## src/rtl/booth_pkg.sv

```systemverilog
// Shared definitions for the radix-8 Booth recoder: digit-count helper,
// digit magnitude encoding and the window-to-magnitude decode function.
package booth_pkg;

    typedef enum logic [2:0] {
        MAG_ZERO  = 3'd0,
        MAG_ONE   = 3'd1,
        MAG_TWO   = 3'd2,
        MAG_THREE = 3'd3,
        MAG_FOUR  = 3'd4
    } booth_mag_e;

    localparam int unsigned BOOTH_WINDOW_W = 4;

    function automatic int num_partials(input int width);
        return (width + 2) / 3;
    endfunction

    // Window {b3,b2,b1,b0} carries weight -4*b3 + 2*b2 + b1 + b0; return |digit|.
    function automatic booth_mag_e window_mag(input logic [3:0] win);
        booth_mag_e mag;
        case (win)
            4'b0000: mag = MAG_ZERO;
            4'b0001: mag = MAG_ONE;
            4'b0010: mag = MAG_ONE;
            4'b0011: mag = MAG_TWO;
            4'b0100: mag = MAG_TWO;
            4'b0101: mag = MAG_THREE;
            4'b0110: mag = MAG_THREE;
            4'b0111: mag = MAG_FOUR;
            4'b1000: mag = MAG_FOUR;
            4'b1001: mag = MAG_THREE;
            4'b1010: mag = MAG_THREE;
            4'b1011: mag = MAG_TWO;
            4'b1100: mag = MAG_TWO;
            4'b1101: mag = MAG_ONE;
            4'b1110: mag = MAG_ONE;
            4'b1111: mag = MAG_ZERO;
            default: mag = MAG_ZERO;
        endcase
        return mag;
    endfunction

endpackage

```

## src/rtl/booth_r8_digit_enc.sv

```systemverilog
// Combinational radix-8 Booth digit encoder: one 4-bit window in,
// one-hot magnitude selects {s,d,t,q} plus negative flag n out.
module booth_r8_digit_enc
    import booth_pkg::*;
(
    input  logic [3:0] win,
    output logic       s,
    output logic       d,
    output logic       t,
    output logic       q,
    output logic       n
);

    booth_mag_e mag_s;

    // Decode window into one-hot magnitude selects and sign.
    always_comb begin
        mag_s = window_mag(win);
        s     = 1'b0;
        d     = 1'b0;
        t     = 1'b0;
        q     = 1'b0;
        case (mag_s)
            MAG_ONE:   s = 1'b1;
            MAG_TWO:   d = 1'b1;
            MAG_THREE: t = 1'b1;
            MAG_FOUR:  q = 1'b1;
            default: begin
                s = 1'b0;
            end
        endcase
        // 1111 is a zero digit, so it must not report negative.
        n = win[3] & ~(win[2] & win[1] & win[0]);
    end

endmodule

```

## src/rtl/booth_recoding.sv

```systemverilog
// Registered radix-8 Booth recoder of a signed DATA_WIDTH operand.
// Optional per-digit zero flag output z enabled by BOOTH_ZERO_FLAG_EN.
module booth_recoding
    import booth_pkg::*;
#(
    parameter  int DATA_WIDTH   = 8,
    localparam int NUM_PARTIALS = num_partials(DATA_WIDTH)
) (
    input  logic                    clk,
    input  logic                    rst,
    input  logic [DATA_WIDTH-1:0]   X,
    output logic [NUM_PARTIALS-1:0] s,
    output logic [NUM_PARTIALS-1:0] d,
    output logic [NUM_PARTIALS-1:0] t,
    output logic [NUM_PARTIALS-1:0] q,
`ifdef BOOTH_ZERO_FLAG_EN
    output logic [NUM_PARTIALS-1:0] z,
`endif
    output logic [NUM_PARTIALS-1:0] n
);

    localparam int EXT_W = 3 * NUM_PARTIALS + 1;

    logic [EXT_W-1:0]        ext_s;
    logic [NUM_PARTIALS-1:0] s_s, d_s, t_s, q_s, n_s;
    logic [NUM_PARTIALS-1:0] s_d, d_d, t_d, q_d, n_d;
    logic [NUM_PARTIALS-1:0] s_q, d_q, t_q, q_q, n_q;
`ifdef BOOTH_ZERO_FLAG_EN
    logic [NUM_PARTIALS-1:0] z_d, z_q;
`endif

    // Sign-extend X to whole digits and append the implicit zero at bit -1.
    always_comb begin
        ext_s    = '0;
        ext_s[0] = 1'b0;
        for (int j = 0; j < 3 * NUM_PARTIALS; j++) begin
            if (j < DATA_WIDTH) begin
                ext_s[j+1] = X[j];
            end else begin
                ext_s[j+1] = X[DATA_WIDTH-1];
            end
        end
    end

    for (genvar i = 0; i < NUM_PARTIALS; i++) begin : g_digit
        booth_r8_digit_enc u_enc (
            .win (ext_s[3*i+3:3*i]),
            .s   (s_s[i]),
            .d   (d_s[i]),
            .t   (t_s[i]),
            .q   (q_s[i]),
            .n   (n_s[i])
        );
    end

    // Next-state values for the output registers.
    always_comb begin
        s_d = s_s;
        d_d = d_s;
        t_d = t_s;
        q_d = q_s;
        n_d = n_s;
`ifdef BOOTH_ZERO_FLAG_EN
        z_d = ~(s_s | d_s | t_s | q_s);
`endif
    end

    // Output registers, cleared asynchronously while rst is low.
    always_ff @(posedge clk or negedge rst) begin
        if (!rst) begin
            s_q <= '0;
            d_q <= '0;
            t_q <= '0;
            q_q <= '0;
            n_q <= '0;
`ifdef BOOTH_ZERO_FLAG_EN
            z_q <= '0;
`endif
        end else begin
            s_q <= s_d;
            d_q <= d_d;
            t_q <= t_d;
            q_q <= q_d;
            n_q <= n_d;
`ifdef BOOTH_ZERO_FLAG_EN
            z_q <= z_d;
`endif
        end
    end

    assign s = s_q;
    assign d = d_q;
    assign t = t_q;
    assign q = q_q;
    assign n = n_q;
`ifdef BOOTH_ZERO_FLAG_EN
    assign z = z_q;
`endif

endmodule

```

## config.mk

```make
export PLATFORM = sky130hd
export DESIGN_NAME = booth_recoding
export DESIGN_NICKNAME = d
export VERILOG_FILES = /design/src/rtl/booth_pkg.sv /design/src/rtl/booth_r8_digit_enc.sv /design/src/rtl/booth_recoding.sv
export SDC_FILE = /design/constraint.sdc
export NUM_CORES = 1
export LEC_CHECK = 0
export ABC_AREA = 0
export CAP_MARGIN = 30
export CORE_ASPECT_RATIO = 1.5
export CORE_MARGIN = 3
export CORE_UTILIZATION = 40
export DETAILED_ROUTE_END_ITERATION = 8
export DONT_BUFFER_PORTS = 1
export PLACE_DENSITY = 0.51
export SETUP_SLACK_MARGIN = 0.02
export SYNTH_ARGS = -nofsm -noshare
export SYNTH_HDL_FRONTEND = slang
export SYNTH_HIERARCHICAL = 1
export SYNTH_SLANG_ARGS = --single-unit
export TNS_END_PERCENT = 20
```

## constraint.sdc

```tcl
create_clock -name clk -period 1.5 [get_ports clk]
set_clock_uncertainty 0.15 [all_clocks]
set_input_delay 0.3 -clock clk [delete_from_list [all_inputs] [get_ports clk]]
set_output_delay 0.3 -clock clk [all_outputs]
set_load 0.01 [all_outputs]
```

---- Yosys cells after proc, flatten, opt, wreduce, memory -nomap -nowiden ----
Memory sizes are Yosys's and may differ from the RTL's.
Cells that the tools add are included.
word-level totals
  flip-flop bits (word level) ............. 15
  ROM bits ................................ 144
  output and inout port bits .............. 15
  word-level logic and storage cells ...... 40
  memories kept ........................... 3
memories
  memory            words  bits a word  rd ports  clocked after memory_dff  wr ports  line             source
  (name not given)  16     3            1         0                         0         booth_pkg.sv:22  case (win)
  (name not given)  16     3            1         0                         0         booth_pkg.sv:22
  (name not given)  16     3            1         0                         0         booth_pkg.sv:22
operators by class
  eq/ne operators ......................... 12
  multiplexer cells ....................... 12
  bitwise operators ....................... 8
operators with widths
  cell                                                              count
  3-bit by 2-bit == test with 1-bit output (second input constant)  6
  1-bit 2-to-1 mux                                                  12
  3-bit by 1-bit == test with 1-bit output (second input constant)  3
  3-bit == test (second input constant)                             3
  1-bit AND                                                         6
  1-bit NOT                                                         2

---- Logic depth before layout (Yosys ltp) ----
Gate-level depths: netlist of the first run.
  depth in word-level cells ............... 4
  depth in mapped cells ................... 5

---- Cells and area by module ----
The synthesis of the first run kept the hierarchy.
by module, submodules not included
  module              instances  cells each  area each (um^2)  sequential area each (um^2)
  booth_r8_digit_enc  3          20          183.9             0.0
  booth_recoding      1          16          379.1             375.4

---- Worst setup path before layout of the first run ----
Ideal clock, no wire load.
  path kind ............................... input to register
  start point ............................. input port X[2]
  end point ............................... register s_q[1] (netlist: s[1])
  setup time .............................. 0.120 ns
  arrival ................................. 1.188 ns
  slack ................................... 0.042 ns
  cell stages on the path ................. 5
  buffers on the path ..................... 0
  path through ............................ inv_1 -> ha_1 -> inv_1 -> mux4_2 -> and3_1
between the ends
  longest elaborated chain between the ends .. 3
RTL lines
  item                                      line                      source
  from (decl)                               booth_recoding.sv:11      input logic [DATA_WIDTH-1:0] X,
  memory read 16 x 3 bit                    -
  3-bit by 1-bit == test with 1-bit output  booth_r8_digit_enc.sv:23  case (mag_s)
  1-bit 2-to-1 mux                          booth_r8_digit_enc.sv:23
  named net s_d[1]                          booth_recoding.sv:26      logic [NUM_PARTIALS-1:0] s_d, d_d, t_d, q_d, n_d;
  to (signal assigned)                      booth_recoding.sv:71      s_q <= '0;
  to (signal assigned)                      booth_recoding.sv:80      s_q <= s_d;
  to (decl)                                 booth_recoding.sv:27      logic [NUM_PARTIALS-1:0] s_q, d_q, t_q, q_q, n_q;
The timed path passes the listed nets, and every way through them passes these cells.

---- Final worst setup path of the first run ----
  start point ............................. input port X[5]
  end point ............................... register s_q[2] (netlist: s[2])
The elaborated chain is that of the path after synthesis.

==> impl_results.md, run 1 <==
* Outcome: finished, final reports clean
* WHS Path Cells at 2
* Clock power share at approximately a quarter
* WL per Instance at 13.24 microns
* CP arrival at 1.27 ns
* Largest net degree at the start of global routing at 16
* Area contributors post-synth: dfrtp_1, ha_1, mux4_2
* CP Data Required Time at 1.51 ns
* Worst setup SP type: input port
* Initial antenna violation count at 0
* Bufs on Longest Clock Path at 2
* Post-CTS setup buffers at 0
* Row count at 20
* Mux contribution to synthesized area at 14.52%
* I/O pin count at 25
* Synth cell count leaders: inv_1, dfrtp_1, ha_1
* Grt total ovfl at 0
* GPL Wtd Cong at 0.7336
* Die Y at 65.08 microns
* Number of global-route vias before repair at 616
* Met2 wire length at around 860 microns
* Largest family of logic cells by synthesized area: adder cells
* Non-Filler Instances at roughly 110
* Synth Area in XOR/XNOR at 0%
* Iteration-0 DRC Markers at 16
* RSZ-0062 raised after global routing: false
* Yosys top cell by area: dfrtp_1
* Post-DR vias/cell at roughly 5.2
* GRT Overall Usage at 11.88%
* Clock-pin slew on the worst setup and hold paths at 0.08 ns
* Combinational Power Share at 18.2%
* Total CTS buffers at 3
* Fillers at 197
* Post-CTS Hold Fix Bufs at 7
* Worst setup EP type: flop
* Area fraction of the dominant cell type after synthesis at about two fifths
* Num Clock Sinks at 15
* Synth unique cells at 11
* WL final at approximately 1.5 mm
* Headroom to the max-slew limit at 58.57%
* Clock Tree Root: clkbuf_4
* Hold Crit Start: X[7]
* Post_cts resized at 0
* Critical path fanouts, max at 8
* Post-synthesis compound-gate area fraction at 6.048%
* Syn Area/Cell at ~12 sq um
* Post-synth EDFFs at 0
* Final Instance Area at about 1100 sq um
* Synthesis-stage register bit count at 15
* Post-synth ARST share at 100.0%
* Initial core utilization at between 40% and 50%
* DR top layer: met4
* Die area at 2954 sq um
* Int Pwr at just over 0.6 mW
* Hold/Removal Path Class: input port to flop
* CTS tree: built
* Max rail drop VDD at 0.0003769 V
* Dpl cell area at 969.7 sq um
* DR WL met3 at 96 microns
* Final hold vios at 0
* Hold worst-path end: n[2]
* Met1 wire length at roughly 500 microns
* P per Cell Area at 775.3 nW/um^2
* Width of the chip at between 40 and 50 microns
* Area Growth Syn to Fin at 14.52%
* Final min period at 1.258 ns
* Max Freq at 794.9 MHz
* Residual DRC at 0
* Post-placement cell count at 101
* Core ar. at between 2000 and 2500 sq um
* Sw Share at 24.83%
* Max-cap violations at 0
* Mapped Cells at 76
* Vias at 581
* Post-Synth Simple-Gate Area at between 10% and 20%
* Synthesized area at slightly above 900 sq um
* H-tree Lvls at 1
* Worst slack at placement at -0.05662 ns
* LEAKAGE at 0.5355 nW
* Least-Margin Pin Slew at 0.6194 ns
* Adder-Cell Fraction of Synth Area at 16.13%
* Worst Path Class, Setup: input port to flop
* Ratio of cells with drive above 1 in the final layout at approximately 20%
* Port bufs at 0
* Seq/Total Area, Yosys at 40.32%
* Fin crit share at 83.87%
* DR pass1 iterations at 2
* Final count of negative-setup-slack endpoints at 0
* Yosys warnings at 6
* Setup TNS at 0 ns
* Register share of total power at 56.5%
* Post-synth top flop: dfrtp_1
* Pins Over Slew Limit at 0
* First-pass GRT wire length at 2.532 mm
* Detail Placement HPWL at 1.251 mm
* Most common cell in the netlist: inv_1
* Post-route ant nets at 0
* Fin nets at 113
* Antenna Cells at 0
* Final setup margin at ~0.24 ns
* Psw at 0.2052 mW
-- metal layers --
metal / GRT usage, % / vias to the layer above
met2: 20.80 / 18
met4: 7.692 / 0
li1: - / 281
met3: 2.778 / 2
met1: 11.63 / 280
met5: 0 / -
-- kinds of logic after synthesis --
| group | after synthesis |
|---|---|
| other | 1 |
| AOI/OAI and AO/OA | 6 |
| DFF | 15 |
| and+or+nand+nor | 15 |
| muxes | 6 |
| buffers and inverters | 21 |
| adders and majority gates | 12 |
-- registers in the layout, summed over array words and instances (netlist names) --
register	count
q	3
t	3
s	3
d	3
n	3
-- layout by cell type, fill, tap and decap left out, types with 3 or more instances in the layout --
cell and count:
conb_1 4, inv_1 21, nor3_2 3, ha_1 12, and3b_1 3, a31oi_1 3
mux4_2 6, a31oi_2 3, clkbuf_4 3, dlygate4sd3_1 7, and3_1 6, nor3b_2 3
dfrtp_1 15
-- worst max-delay path, stage by stage --
cell and delay [ns]:
inv_1 0.06, ha_1 0.18, inv_1 0.04, mux4_2 0.50, and3_1 0.19
-- worst max path at each step --
| stage | depth (start not counted) | end | from | slack [ns] |
|---|---|---|---|---|
| final | 5 | s[2] | X[5] | 0.24 |
| after global routing | 5 | s[2] | X[5] | 0.20 |
| after CTS | 5 | s[2] | X[5] | 0.24 |
| after detailed placement | 5 | s[2] | X[5] | -0.06 |
| after global placement | 5 | s[2] | X[5] | -0.03 |
| after floorplan | 5 | s[1] | X[2] | 0.04 |
-- power by group through the flow --
stage          Clock [mW]  Sequential, mW  Combinational [mW]
2_1_floorplan           0           0.472               0.110
3_3_place_gp            0           0.476               0.128
3_5_place_dp            0           0.477               0.130
4_1_cts             0.224           0.468               0.154
5_1_grt             0.244           0.471               0.172
6_report            0.209           0.467               0.150
-- through the flow --
stage,hold WS [ns],total power [mW],util [%]
finish,0.01889,0.8264,50.12
global placement,-0.1453,0.6045,45.59
floorplan,-0.1456,0.5817,-
CTS,0.004164,0.8456,50.12
detailed placement,-0.1453,0.6074,45.59
global route,0.01562,0.8870,50.12
-- area by class of cell --
cell class,instances,area (sq um),area share (%)
multi-input combinational,43,488.0,45.77
sequential,15,375.4,35.21
inverter,21,78.83,7.394
timing repair buffer,7,70.07,6.573
tap,22,27.53,2.582
clock buffer,4,26.28,2.465
No activity file was read; power rests on OpenSTA's default activity.
==> inputs of run 2 (changes only) <==
--- a/config.mk
+++ b/config.mk
@@ -12,7 +12,7 @@
 export CORE_UTILIZATION = 40
 export DETAILED_ROUTE_END_ITERATION = 8
 export DONT_BUFFER_PORTS = 1
-export PLACE_DENSITY = 0.51
+export PLACE_DENSITY = 0.53
 export SETUP_SLACK_MARGIN = 0.02
 export SYNTH_ARGS = -nofsm -noshare
 export SYNTH_HDL_FRONTEND = slang
==> constraint.sdc (replaced) <==
create_clock -name clk -period 1.1 [get_ports clk]
set_clock_uncertainty 0.15 [all_clocks]
set_input_delay 0.22 -clock clk [delete_from_list [all_inputs] [get_ports clk]]
set_output_delay 0.22 -clock clk [all_outputs]
set_load 0.01 [all_outputs]
==> impl_results.md, run 2 (synthesis results as in run 1) <==
* Outcome: finished, final reports clean (unchanged)
* Core ar. at 2127 sq um (unchanged)
* Post-route ant nets at 0 (unchanged)
* Least-Margin Pin Slew at 0.6227 ns (was 0.6194 ns)
* LEAKAGE at 0.5558 nW (was 0.5355 nW)
* CP arrival at 0.68 ns (was 1.27 ns)
* WHS Path Cells at 2 (unchanged)
* Combinational Power Share at 21.6% (was 18.2%)
* Vias at 572 (was 581)
* First-pass GRT wire length at 2.532 mm (unchanged)
* RSZ-0062 raised after global routing: true (was false)
* P per Cell Area at 952.7 nW/um^2 (was 775.3 nW/um^2)
* Clock Tree Root: clkbuf_4 (unchanged)
* Critical path fanouts, max at 1 (was 8)
* Total CTS buffers at 3 (unchanged)
* Num Clock Sinks at 15 (unchanged)
* Psw at 0.2922 mW (was 0.2052 mW)
* Sw Share at 24.84% (was 24.83%)
* Fin nets at 114 (was 113)
* Fin crit share at 95.54%
* H-tree Lvls at 1 (unchanged)
* Clock-pin slew on the worst setup and hold paths at 0.07 ns (was 0.08 ns)
* Commonest non-fill, non-tap cells in the layout: dfrtp_1, inv_1, ha_4 (was inv_1, dfrtp_1, ha_1)
* Iteration-0 DRC Markers at 8 (was 16)
* WL final at 1.483 mm (unchanged)
* Non-Filler Instances at 113 (was 112)
* CP Data Required Time at 0.73 ns (was 1.51 ns)
* Worst slack at placement at -0.2389 ns (was -0.05662 ns)
* Grt total ovfl at 0 (unchanged)
* Detail Placement HPWL at 1.298 mm (was 1.251 mm)
* Antenna Cells at 0 (unchanged)
* Clock power share at 24.2% (was 25.3%)
* Die Y at 65.08 microns (unchanged)
* Worst Path Class, Setup: flop to primary output (was input port to flop)
* Post-placement cell count at 103 (was 101)
* Commonest non-fill, non-tap cell in the layout: dfrtp_1 (was inv_1)
* Area Growth Syn to Fin at 32.66% (was 14.52%)
* Ratio of cells with drive above 1 in the final layout at 39.56% (was 20.00%)
* Register share of total power at 54.2% (was 56.5%)
* Pins Over Slew Limit at 0 (unchanged)
* Die area at 2954 sq um (unchanged)
* Worst setup EP type: primary output (was flop)
* GPL Wtd Cong at 0.6488 (was 0.7336)
* Headroom to the max-slew limit at 58.35% (was 58.57%)
* Final count of negative-setup-slack endpoints at 0 (unchanged)
* Max Freq at 951.5 MHz
* I/O pin count at 25 (unchanged)
* Width of the chip at 45.39 microns (unchanged)
* Number of global-route vias before repair at 624 (was 616)
* Initial antenna violation count at 0 (unchanged)
* Row count at 20 (unchanged)
* Int Pwr at 0.8843 mW (was 0.6213 mW)
* Largest net degree at the start of global routing at 16 (unchanged)
* Worst path depth at 0 (was 5)
* Final hold vios at 0 (unchanged)
* Initial core utilization at 43.76% (unchanged)
* Tot Pwr at 1.177 mW (was 0.8264 mW)
* DR pass1 iterations at 2 (unchanged)
* Hold/Removal Path Class: input port to flop (unchanged)
* Worst setup SP type: flop (was input port)
* Residual DRC at 0 (unchanged)
* Bufs on Longest Clock Path at 2 (unchanged)
* Port bufs at 0 (unchanged)
* Final min period at 1.051 ns
* Final cell utilization of the core at 58.06% (was 50.12%)
* Max rail drop VDD at 0.0004313 V (was 0.0003769 V)
* Max-cap violations at 0 (unchanged)
* GRT Overall Usage at 11.86% (was 11.88%)
* Post-DR vias/cell at 5.062 (was 5.188)
* WL per Instance at 13.12 microns (was 13.24 microns)
* CTS tree: built (unchanged)
* Final setup margin at 0.04908 ns (was 0.2420 ns)
==> run 2: path summary, 6_finish.rpt <==
check | from | end | slack [ns]
max | n[1] | n[1] | 0.05
min | X[4] | q[1] | 0.04
max in group asynchronous | rst | n[1] | 0.15
min in group asynchronous | rst | s[0] | 0.25
==> run 2: repair_timing <==
| action | CTS | global route |
|---|---|---|
| hold buffers | 6 | 0 |
| gates resized for setup | 0 | 0 |
| endpoints found under the setup margin | 0 | 12 |
| buffers inserted | 0 | 0 |
| endpoints found under the hold margin | 18 | 0 |
==> run 2: power by group through the flow <==
stage	Clock (mW)	Sequential, mW	Combinational (mW)
3_3_place_gp	0	0.651	0.225
4_1_cts	0.305	0.640	0.257
6_report	0.285	0.638	0.254
3_5_place_dp	0	0.651	0.229
5_1_grt	0.329	0.644	0.284
2_1_floorplan	0	0.644	0.192
==> run 2: per-layer routing <==
layer / up-vias / track usage, % / share of wire (%)
li1: 283 / - / -
met1: 267 / 11.36 / 36
met2: 20 / 21.15 / 56
met3: 2 / 3.333 / 7.5
met4: 0 / 6.593 / 0.34
met5: - / 0 / 0
==> run 2: area by class of cell <==
class                           count  area, sq um
Inverter                           21        142.6
Sequential cell                    15        375.4
Tap cell                           22        27.53
Timing Repair Buffer                8        75.07
Fill cell                         178        892.1
Clock buffer                        4        26.28
Multi-Input combinational cell     43        588.1
==> run 2: per-stage QoR <==
| stage | hold slack (ns) | TNS, ns | area [sq um] |
|---|---|---|---|
| 2_1_floorplan | -0.2256 | -1.881 | 1106 |
| 3_3_place_gp | -0.2253 | -2.424 | 1149 |
| 3_5_place_dp | -0.2253 | -2.470 | 1149 |
| 4_1_cts | 0.03395 | 0 | 1235 |
| 5_1_grt | 0.03015 | 0 | 1235 |
| 6_report | 0.04421 | 0 | 1235 |
==> inputs of run 3 (changes only) <==
--- a/config.mk
+++ b/config.mk
@@ -13,6 +13,7 @@
 export DETAILED_ROUTE_END_ITERATION = 8
 export DONT_BUFFER_PORTS = 1
 export PLACE_DENSITY = 0.53
+export REMOVE_ABC_BUFFERS = 1
 export SETUP_SLACK_MARGIN = 0.02
 export SYNTH_ARGS = -nofsm -noshare
 export SYNTH_HDL_FRONTEND = slang
==> impl_results.md, run 3 (synthesis results as in run 1) <==
* Die Y at 65.08 microns (unchanged)
* Final hold vios at 0 (unchanged)
* Post-DR vias/cell at 5.060 (was 5.062)
* WL per Instance at 13.21 microns (was 13.12 microns)
* Row count at 20 (unchanged)
* H-tree Lvls at 1 (unchanged)
* Worst Path Class, Setup: input port to flop (was flop to primary output)
* Residual DRC at 0 (unchanged)
* Total CTS buffers at 3 (unchanged)
* Commonest non-fill, non-tap cell in the layout: inv_1 (was dfrtp_1)
* Iteration-0 DRC Markers at 5 (was 8)
* Width of the chip at 45.39 microns (unchanged)
* Dpl cell area at 999.7 sq um (was 1149 sq um)
* Final count of negative-setup-slack endpoints at 0 (unchanged)
* Post-placement cell count at 105 (was 103)
* Worst setup SP type: input port (was flop)
* Hold/Removal Path Class: input port to flop (unchanged)
* Worst setup EP type: flop (was primary output)
* Commonest non-fill, non-tap cells in the layout: inv_1, dfrtp_1, ha_4 (was dfrtp_1, inv_1, ha_4)
* LEAKAGE at 0.5503 nW (was 0.5558 nW)
* Largest net degree at the start of global routing at 16 (unchanged)
* GPL Wtd Cong at 0.7012 (was 0.6488)
* Outcome: finished, final reports clean (unchanged)
* GRT Overall Usage at 11.73% (was 11.86%)
* Number of global-route vias before repair at 622 (was 624)
* Fillers at 166 (was 178)
* P per Cell Area at 965.9 nW/um^2 (was 952.7 nW/um^2)
* CP arrival at 1.09 ns (was 0.68 ns)
* Port bufs at 0 (unchanged)
* Critical path fanouts, max at 4 (was 1)
* Fin crit share at 97.72% (was 95.54%)
* Die area at 2954 sq um (unchanged)
* Core ar. at 2127 sq um (unchanged)
* Clock-pin slew on the worst setup and hold paths at 0.08 ns (was 0.07 ns)
* Headroom to the max-slew limit at 59.19% (was 58.35%)
* WL final at 1.532 mm (was 1.483 mm)
* Max rail drop VDD at 0.0004153 V (was 0.0004313 V)
* Bufs on Longest Clock Path at 2 (unchanged)
* Ratio of cells with drive above 1 in the final layout at 42.55% (was 39.56%)
* Max-cap violations at 0 (unchanged)
* Pins Over Slew Limit at 0 (unchanged)
* Grt total ovfl at 0 (unchanged)
* Initial antenna violation count at 0 (unchanged)
* CTS tree: built (unchanged)
* CP Data Required Time at 1.12 ns (was 0.73 ns)
* Num Clock Sinks at 15 (unchanged)
* Initial core utilization at 43.76% (unchanged)
* Detail Placement HPWL at 1.181 mm (was 1.298 mm)
* Crit-path max cell delay at 0.49 ns
* Final Instance Area at 1245 sq um (was 1235 sq um)
* Non-Filler Instances at 116 (was 113)
* I/O pin count at 25 (unchanged)
* Least-Margin Pin Slew at 0.6102 ns (was 0.6227 ns)
* First-pass GRT wire length at 2.511 mm (was 2.532 mm)
* Max Freq at 930.3 MHz (was 951.5 MHz)
* RSZ-0062 raised after global routing: true (unchanged)
* Final min period at 1.075 ns (was 1.051 ns)
* Area Growth Syn to Fin at 33.74% (was 32.66%)
* Cell Chain, Critical Path: inv_4, ha_4, inv_1, mux4_2, and3_4
* Antenna Cells at 0 (unchanged)
* DR pass1 iterations at 4 (was 2)
* Slowest CP cell: mux4_2
* Vias at 587 (was 572)
* Post-route ant nets at 0 (unchanged)
* Fin nets at 117 (was 114)
* Clock Tree Root: clkbuf_4 (unchanged)
==> run 3: final cells by class <==
class                   count  area (sq um)  share of cell area (%)
multi-input cells          43         609.3                   48.94
inverters                  21         108.9                   8.744
repair buffers             11         97.59                   7.839
well taps                  22         27.53                   2.211
flip-flops and latches     15         375.4                   30.15
clock buffers               4         26.28                   2.111
==> run 3: report_power, final <==
part           switching [mW]  internal [mW]
Clock                   0.150          0.140
Combinational           0.114          0.164
Sequential             0.0386          0.596
Total                   0.302          0.900
==> run 3: worst paths after layout <==
check / start / endpoint / slack [ns] / cells past startpoint
max: X[6] / s[2] / 0.03 / 5
min: X[7] / q[2] / 0.05 / 2
max in group asynchronous: rst / s[1] / 0.16 / 1
min in group asynchronous: rst / q[1] / 0.25 / 1
==> run 3: per-stage QoR <==
step            TNS (ns)  total power, mW  hold WS, ns  worst slack (ns)  util (%)
5_1_grt        -0.001966            1.274      0.04942         -0.001966     58.53
2_1_floorplan     -2.845           0.7933      -0.2256           -0.2777         -
3_5_place_dp      -3.644           0.8331      -0.2253           -0.3568     47.00
3_3_place_gp      -3.444           0.8284      -0.2253           -0.3451     47.00
4_1_cts        -0.005628            1.171      0.03406         -0.005628     52.59
6_report               0            1.202      0.04608           0.02513     58.53
==> run 3: worst max-delay path: cells and delay by family <==
kind / cells / cell delay, ns
fa+ha+maj: 1 / 0.13
mux: 1 / 0.49
simple gates: 1 / 0.17
buf+inv: 2 / 0.08
==> run 3: metal layers <==
metal,vias to the layer above,GRT usage (%),part of all wire (%)
met5,-,0,0
met4,0,9.890,1.8
li1,286,-,-
met2,22,18.53,52
met1,277,12.37,39
met3,2,2.778,7.8
==> run 3: what timing repair did <==
| action | 4_1_cts | 5_1_grt |
|---|---|---|
| pin swaps | 7 | 7 |
| gates resized for setup | 11 | 25 |
| endpoints found under the setup margin | 10 | 19 |
| setup buffers | 1 | 0 |
| hold buffers | 6 | 0 |
| endpoints found under the hold margin | 18 | 0 |
